`src/rtl/mem_bus_arbiter_pkg.sv`:
```
// Shared definitions for the instruction/data memory bus arbiter:
// FSM state encodings, instruction-side request constants and arbitration helpers.
package mem_bus_arbiter_pkg;

  typedef enum logic [1:0] {
    IDLE    = 2'd0,
    GRANT_I = 2'd1,
    GRANT_D = 2'd2
  } arb_state_e;

  // Instruction fetches are always word-sized reads with no byte enables.
  localparam logic [1:0] I_SIZE = 2'b10;
  localparam logic [3:0] I_WEN  = 4'b0000;
  localparam logic       I_RW   = 1'b0;

  localparam logic GRANT_SIDE_I = 1'b0;
  localparam logic GRANT_SIDE_D = 1'b1;

  // Returns 1 when the data side wins; prefer_i only matters on a tie.
  function automatic logic pick_data(input logic i_req, input logic d_req,
                                     input logic prefer_i);
    if (i_req && d_req) begin
      pick_data = ~prefer_i;
    end else begin
      pick_data = d_req;
    end
  endfunction

  function automatic logic [31:0] gate_data(input logic en, input logic [31:0] data);
    if (en) begin
      gate_data = data;
    end else begin
      gate_data = 32'h0000_0000;
    end
  endfunction

endpackage

```
`src/rtl/mem_bus_arbiter_req_reg.sv`:
```
// Request register for the memory bus arbiter: holds the winner's address,
// write data and control fields for the whole grant, loaded only on a new grant.
module arb_req_reg #(
  parameter int A_WIDTH = 32
) (
  input  logic               clk,
  input  logic               rst,
  input  logic               load,
  input  logic [A_WIDTH-1:0] nxt_a,
  input  logic [31:0]        nxt_wdata,
  input  logic [3:0]         nxt_wen,
  input  logic [1:0]         nxt_size,
  input  logic               nxt_rw,
  output logic [A_WIDTH-1:0] req_a,
  output logic [31:0]        req_wdata,
  output logic [3:0]         req_wen,
  output logic [1:0]         req_size,
  output logic               req_rw
);

  // Capture the granted request; contents persist through IDLE so the bus holds its last values.
  always_ff @(posedge clk) begin
    if (rst) begin
      req_a     <= {A_WIDTH{1'b0}};
      req_wdata <= 32'h0000_0000;
      req_wen   <= 4'b0000;
      req_size  <= 2'b00;
      req_rw    <= 1'b0;
    end else if (load) begin
      req_a     <= nxt_a;
      req_wdata <= nxt_wdata;
      req_wen   <= nxt_wen;
      req_size  <= nxt_size;
      req_rw    <= nxt_rw;
    end
  end

endmodule

```
`src/rtl/mem_bus_arbiter.sv`:
```
// Two-requester (instruction/data) arbiter onto a single memory bus.
// Define ARB_ROUND_ROBIN_EN for round-robin tie breaking; otherwise data always wins a tie.
module mem_bus_arbiter
  import mem_bus_arbiter_pkg::*;
#(
  parameter int A_WIDTH = 32
) (
  input  logic               clk,
  input  logic               rst,
  input  logic [A_WIDTH-1:0] i_a,
  input  logic               i_strobe,
  output logic [31:0]        i_din,
  output logic               i_ready,
  input  logic [A_WIDTH-1:0] d_a,
  input  logic [31:0]        d_dout,
  input  logic [3:0]         d_wen,
  input  logic [1:0]         d_size,
  input  logic               d_rw,
  input  logic               d_strobe,
  output logic [31:0]        d_din,
  output logic               d_ready,
  output logic [A_WIDTH-1:0] m_a,
  output logic [31:0]        m_din,
  output logic [3:0]         m_wen,
  output logic [1:0]         m_size,
  output logic               m_rw,
  output logic               m_strobe,
  input  logic [31:0]        m_dout,
  input  logic               m_ready
);

  arb_state_e         state_r;
  arb_state_e         state_s;
  logic               load_s;
  logic               sel_d_s;
  logic               prefer_i_s;
  logic               i_ready_s;
  logic               d_ready_s;
  logic [A_WIDTH-1:0] nxt_a_s;
  logic [31:0]        nxt_wdata_s;
  logic [3:0]         nxt_wen_s;
  logic [1:0]         nxt_size_s;
  logic               nxt_rw_s;

`ifdef ARB_ROUND_ROBIN_EN
  logic last_grant_r;
  logic done_s;

  assign done_s = ((state_r == GRANT_I) || (state_r == GRANT_D)) && m_ready;

  // Remember who finished last so the other side wins the next tie.
  always_ff @(posedge clk) begin
    if (rst) begin
      last_grant_r <= GRANT_SIDE_I;
    end else if (done_s) begin
      last_grant_r <= (state_r == GRANT_D) ? GRANT_SIDE_D : GRANT_SIDE_I;
    end else begin
      last_grant_r <= last_grant_r;
    end
  end

  assign prefer_i_s = (last_grant_r == GRANT_SIDE_D);
`else
  assign prefer_i_s = 1'b0;
`endif

  // State register; reset abandons any grant in progress.
  always_ff @(posedge clk) begin
    if (rst) begin
      state_r <= IDLE;
    end else begin
      state_r <= state_s;
    end
  end

  // Next-state logic: arbitrate only from IDLE, and a grant runs until m_ready.
  always_comb begin
    state_s = state_r;
    load_s  = 1'b0;
    sel_d_s = 1'b0;
    case (state_r)
      IDLE: begin
        if (i_strobe || d_strobe) begin
          load_s  = 1'b1;
          sel_d_s = pick_data(i_strobe, d_strobe, prefer_i_s);
          state_s = sel_d_s ? GRANT_D : GRANT_I;
        end else begin
          state_s = IDLE;
        end
      end
      GRANT_I, GRANT_D: begin
        if (m_ready) begin
          state_s = IDLE;
        end else begin
          state_s = state_r;
        end
      end
      default: begin
        state_s = IDLE;
      end
    endcase
  end

  // Select the winning side's request fields for capture.
  always_comb begin
    nxt_a_s     = i_a;
    nxt_wdata_s = 32'h0000_0000;
    nxt_wen_s   = I_WEN;
    nxt_size_s  = I_SIZE;
    nxt_rw_s    = I_RW;
    if (sel_d_s) begin
      nxt_a_s     = d_a;
      nxt_wdata_s = d_dout;
      nxt_wen_s   = d_wen;
      nxt_size_s  = d_size;
      nxt_rw_s    = d_rw;
    end else begin
      nxt_a_s     = i_a;
    end
  end

  arb_req_reg #(
    .A_WIDTH (A_WIDTH)
  ) u_req_reg (
    .clk       (clk),
    .rst       (rst),
    .load      (load_s),
    .nxt_a     (nxt_a_s),
    .nxt_wdata (nxt_wdata_s),
    .nxt_wen   (nxt_wen_s),
    .nxt_size  (nxt_size_s),
    .nxt_rw    (nxt_rw_s),
    .req_a     (m_a),
    .req_wdata (m_din),
    .req_wen   (m_wen),
    .req_size  (m_size),
    .req_rw    (m_rw)
  );

  // A requester that dropped its strobe, or a reset in flight, gets no ready pulse.
  assign i_ready_s = (state_r == GRANT_I) && m_ready && i_strobe && !rst;
  assign d_ready_s = (state_r == GRANT_D) && m_ready && d_strobe && !rst;

  assign m_strobe = (state_r == GRANT_I) || (state_r == GRANT_D);
  assign i_ready  = i_ready_s;
  assign d_ready  = d_ready_s;
  assign i_din    = gate_data(i_ready_s, m_dout);
  assign d_din    = gate_data(d_ready_s, m_dout);

endmodule

```
`config.mk`:
```
export PLATFORM = sky130hd
export DESIGN_NAME = mem_bus_arbiter
export DESIGN_NICKNAME = d
export VERILOG_FILES = /design/src/rtl/mem_bus_arbiter_pkg.sv /design/src/rtl/mem_bus_arbiter_req_reg.sv /design/src/rtl/mem_bus_arbiter.sv
export SDC_FILE = /design/constraint.sdc
export NUM_CORES = 1
export LEC_CHECK = 0
export ABC_AREA = 1
export CELL_PAD_IN_SITES_DETAIL_PLACEMENT = 2
export CELL_PAD_IN_SITES_GLOBAL_PLACEMENT = 2
export CORE_UTILIZATION = 16
export CTS_CLUSTER_DIAMETER = 50
export DETAILED_ROUTE_END_ITERATION = 8
export PLACE_DENSITY_LB_ADDON = 0.1
export SLEW_MARGIN = 30
export SYNTH_ARGS = -nofsm -noshare
export SYNTH_HDL_FRONTEND = slang
export SYNTH_SLANG_ARGS = --single-unit
```
`constraint.sdc`:
```
create_clock -name clk -period 2.28 [get_ports clk]
set_input_delay 0.342 -clock clk [delete_from_list [all_inputs] [get_ports clk]]
set_output_delay 0.342 -clock clk [all_outputs]
set_load 0.02 [all_outputs]
```
### Word-level counts from Yosys, hierarchy flattened

Cells that the tools add are included.
W data, S select, Z words.

* eq/ne operators: 3
* mux-type cells: 18
* reductions and logical operators: 12

Operator list (number)
* $mux W32: 4
* $mux W1: 8
* $mux W2: 4
* $logic_and A1 B1 Y1: 7
* $mux W4: 1
* $pmux W2 S2: 1
* $eq A2 B1 Y1 const B: 1
* $eq A2 B2 Y1 const B: 1
* $logic_not A2 Y1: 1
* $logic_or A1 B1 Y1: 2
* $ne A2 B2 Y1 const B: 1
* $reduce_or A2 Y1: 1
* $logic_not A1 Y1: 1

* output and inout port bits: 138
* register bits: 73

### Depth between registers and ports, before layout

* depth in word-level cells: 7
* depth in mapped cells: 9
* gate-level depth less buffers: 7

### Modules after synthesis

From an unflattened synthesis, not the netlist that was laid out.

* cell total of the unflattened synthesis: 763
* area, all modules: 4272.8 um^2

Modules (own cells, without submodules)
* arb_req_reg: area an instance 2924.1 um^2, cells an instance 450, seq. area each 1421.4 um^2, times used 1
* mem_bus_arbiter: area an instance 1348.8 um^2, cells an instance 313, seq. area each 40.0 um^2, times used 1

### Worst setup path before layout

OpenSTA, ideal clock, no wires.

* path type: input to output
* start: input rst
* end: output d_din[22]
* stages on the path: 5
* path buffers: 2
* data required time: 1.938 ns
* setup slack: 0.708 ns
* arrival: 1.230 ns
* cells stage by stage: buf_2 -> inv_1 -> nand4_1 -> buf_2 -> nor2_1

* word-level cells in the longest chain between the ends: 3

Ends and longest elaborated chain
* from (decl): RTL line mem_bus_arbiter.sv:9 `input logic rst,`
* $logic_not A1 Y1: RTL line mem_bus_arbiter.sv:142 `assign d_ready_s = (state_r == GRANT_D) && m_ready && d_strobe && !rst;`
* $logic_and A1 B1 Y1: RTL line mem_bus_arbiter.sv:142
* $mux W32: RTL line mem_bus_arbiter_pkg.sv:30 `if (en) begin`
* to (decl): RTL line mem_bus_arbiter.sv:20 `output logic [31:0] d_din,`

Every way passes these cells.

### Worst setup path after layout

* start: register state_r[1]
* end: output m_strobe

* word-level cells in the longest chain between the ends: 2

Ends and longest elaborated chain
* from (decl): RTL line mem_bus_arbiter.sv:32 `arb_state_e state_r;`
* from (signal assigned): RTL line mem_bus_arbiter.sv:72 `state_r <= state_s;`
* $eq A2 B1 Y1 / $eq A2 B2 Y1 (equally long branches): RTL line mem_bus_arbiter.sv:144 `assign m_strobe = (state_r == GRANT_I) || (state_r == GRANT_D);`
* $logic_or A1 B1 Y1 *: RTL line mem_bus_arbiter.sv:144
* to (decl): RTL line mem_bus_arbiter.sv:27 `output logic m_strobe,`

Every way passes the cells marked *; elsewhere a longest branch is shown, timed or not.

==> results.py <==
metrics = {
    "synthesis": {
        "synthTopCellsByCount": "nand2_1, dfxtp_1, a21oi_1, nor2_1, inv_1",
        "synth_ff_type": "dfxtp_1",
        "synth_top_area_share": 0.419,
        "synth_edf_count": 0,
        "synth_top_area_cell": "dfxtp_1",
        "yosysSeqAreaShare": 0.419,
        "netlist_top_cells_area": "dfxtp_1, nand2_1, a21oi_1",
        "synth.ff_latch_count": 73,
        "yosysWarnings": 0,
        "synth_nets": 682,
        "ys_types": 18,
        "syn-mean-instance-area_um2": 6.47,
        "async_flop_share": 0,
        "synth.most_common_cell": "nand2_1",
        "syn-cell-area_mm2": 0.00349,
        "syn_inst": 539,
    },
    "finish": {
        "n_fill_cell": 2485,
        "syn_to_final_growth_pct": 94.3,
        "final_util": 0.319,
        "drive_gt1_frac": 0.0446,
        "multi_input_area_mm2": 0.00165,
        "nets": 945,
        "seqCellArea_mm2": 0.00146,
    },
    "worst_setup_path": {
        "crit_buf_inv": 2,
        "start_kind": "flip-flop",
        "arrival_ns": 1.76,
        "cp_slowest_cell": "clkdlybuf4s50_1",
        "cp_cell_sequence": "inv_1, ha_2, clkdlybuf4s50_1",
        "cp-end-kind": "primary output",
        "crit_path_max_incr_delay_ns": 0.67,
        "crit_type": "reg -> out",
        "crit_fanout": 3,
        "cp_top_family": "buffers and inverters",
        "worstPathRequired_ns": 1.94,
    },
    "power": {
        "p_per_area_mw_per_mm2": 684,
        "ir_drop_mv": 0.354,
        "total_power_mw": 4.63,
        "p_leak_nw": 3.15,
    },
    "place": {
        "place_congestion": 0.724,
        "io_buffers": 277,
        "hpwl_mm": 13.7,
        "post-place-ws_ns": -0.102,
    },
    "route": {
        "wirelength_mm": 17.5,
        "vias": 4501,
        "drt_iter0_markers": 82,
        "ant_nets": 0,
        "firstDrtPassIters": 4,
        "drc": 0,
        "vias_per_cell": 4.15,
        "wire_per_inst_um": 16.1,
    },
    "die": {
        "die_y_um": 150,
        "core-area_mm2": 0.0212,
        "initial_core_util": 0.164,
        "die_w_um": 150,
        "ios": 278,
        "rows": 53,
        "die_area_mm2": 0.0224,
    },
    "sta": {
        "setup_viol": 0,
        "max_slew.worst_pin.slew_ns": 0.807,
        "clock_skew_ns": 0.00705,
        "slew_viol_final": 0,
        "setup_ws_ns": 0.179,
        "finalHoldViolCount": 0,
        "relSlewSlack": 0.462,
        "fin_crit_sh": 0.922,
        "period_minus_slack_ns": 2.10,
        "fmax_mhz": 476,
        "rsz0062_at_grt": "no",
    },
    "global_route": {
        "grt_pass1_vias": 4749,
        "grt_max_degree": 71,
        "gr-total-overflow": 0,
        "antenna_found_initial": 2,
        "grt_pass1_wl_mm": 26.6,
        "grt_use_total": 0.155,
    },
    "clock_network": {
        "holdBufCountCts": 0,
        "cts.htree.levels": 3,
        "clk_latency_ns": 0.33,
        "cts_buffers": 9,
        "cts_setup_buffers": 0,
        "ctsRootBufferMaster": "clkbuf_16",
        "clkSinkCount": 73,
        "cts_buffer_depth": 2,
        "clkTransAtPathRegs_ns": 0.06,
        "cts_tree": "built",
    },
    "run_status": {
        "status": "finished, final reports clean",
    },
    "worst_hold_path": {
        "hp-class": "in -> reg",
    },
    "job": {
        "maxCapViolCount": 0,
    },
}
[sequential cells by signal, summed over array words and instances (netlist names)]
name and cells:
u_req_reg.req_a 32, u_req_reg.req_size 2, u_req_reg.req_wdata 32, u_req_reg.req_wen 4
state_r 2, u_req_reg.req_rw 1
[worst min-delay path, delay by kind of cell]
family | cells | cell delay, ns
buffers and inverters | 2 | 0.19
AOI/OAI and AO/OA | 2 | 0.14
[metal layers]
layer | global-route usage | share of wire | vias up
met5 | 0 | 0 | -
met4 | 0.0337 | 0.0073 | 0
met3 | 0.0460 | 0.076 | 9
met2 | 0.287 | 0.51 | 168
met1 | 0.173 | 0.41 | 2131
li1 | - | - | 2193
[cell usage in the layout (no fill, tap or decap), types with 3 or more instances in the layout]
cell type | synthesis | routed
a21oi_1 | 71 | 71
buf_12 | 0 | 3
buf_4 | 8 | 11
bufinv_16 | 0 | 3
clkbuf_16 | 0 | 9
clkdlybuf4s50_1 | 0 | 209
dfxtp_1 | 73 | 73
dlygate4sd2_1 | 0 | 66
inv_1 | 38 | 38
nand2_1 | 206 | 206
nand3_1 | 32 | 32
nor2_1 | 67 | 67
o21ai_0 | 3 | 3
[per-stage QoR]
stage | std cells | instance area [um^2] | hold slack (ns) | TNS (ns)
finish | 1084 | 6770 | 0.389 | 0
global route | 1082 | 6770 | 0.402 | 0
CTS | 1082 | 6770 | 0.377 | 0
detailed placement | 1066 | 6510 | 0.459 | -1.49
global placement | 1066 | 6510 | 0.448 | -0.143
floorplan | 539 | 3490 | 0.489 | 0
[cell type report]
cell class / instances / area share
Antenna cell: 2 / 0.000739
Inverter: 39 / 0.0216
Multi-Input combinational cell: 388 / 0.243
Clock buffer: 11 / 0.0358
Sequential cell: 73 / 0.216
Tap cell: 275 / 0.0508
Timing Repair Buffer: 291 / 0.417
Clock inverter: 5 / 0.0151
[worst paths after layout]
path / startpoint / slack [ns] / cells after the start / endpoint
max: state_r[1] / 0.18 / 3 / m_strobe
min: rst / 0.39 / 4 / state_r[1]
min reg2reg: u_req_reg.req_wdata[25] / 0.46 / 2 / u_req_reg.req_wdata[25]
max reg2reg: state_r[0] / 0.56 / 7 / u_req_reg.req_a[9]
[kinds of logic (layout without fill, tap and decap cells)]
| kind of cell | count (synthesis) | after routing | synth area share |
|---|---|---|---|
| compound gates | 76 | 76 | 0.113 |
| fa+ha+maj | 3 | 3 | 0.0108 |
| buf+inv | 78 | 346 | 0.108 |
| flops | 73 | 73 | 0.419 |
| other cells | 0 | 2 | 0 |
| simple gates | 309 | 309 | 0.349 |
[report_power, final]
group	internal [mW]	total [mW]	switching [mW]	leakage, nW
clock	1.10	1.65	0.553	0.166
combinational	0.673	1.49	0.813	2.38
sequential	1.42	1.49	0.0745	0.600
total	3.19	4.63	1.44	3.15
[repair_timing]
item,in CTS,in global routing
endpoints found under the setup margin,66,0
hold endpoints to repair,0,0
gates resized for setup,66,0
No activity file was read; power rests on OpenSTA's default activity.
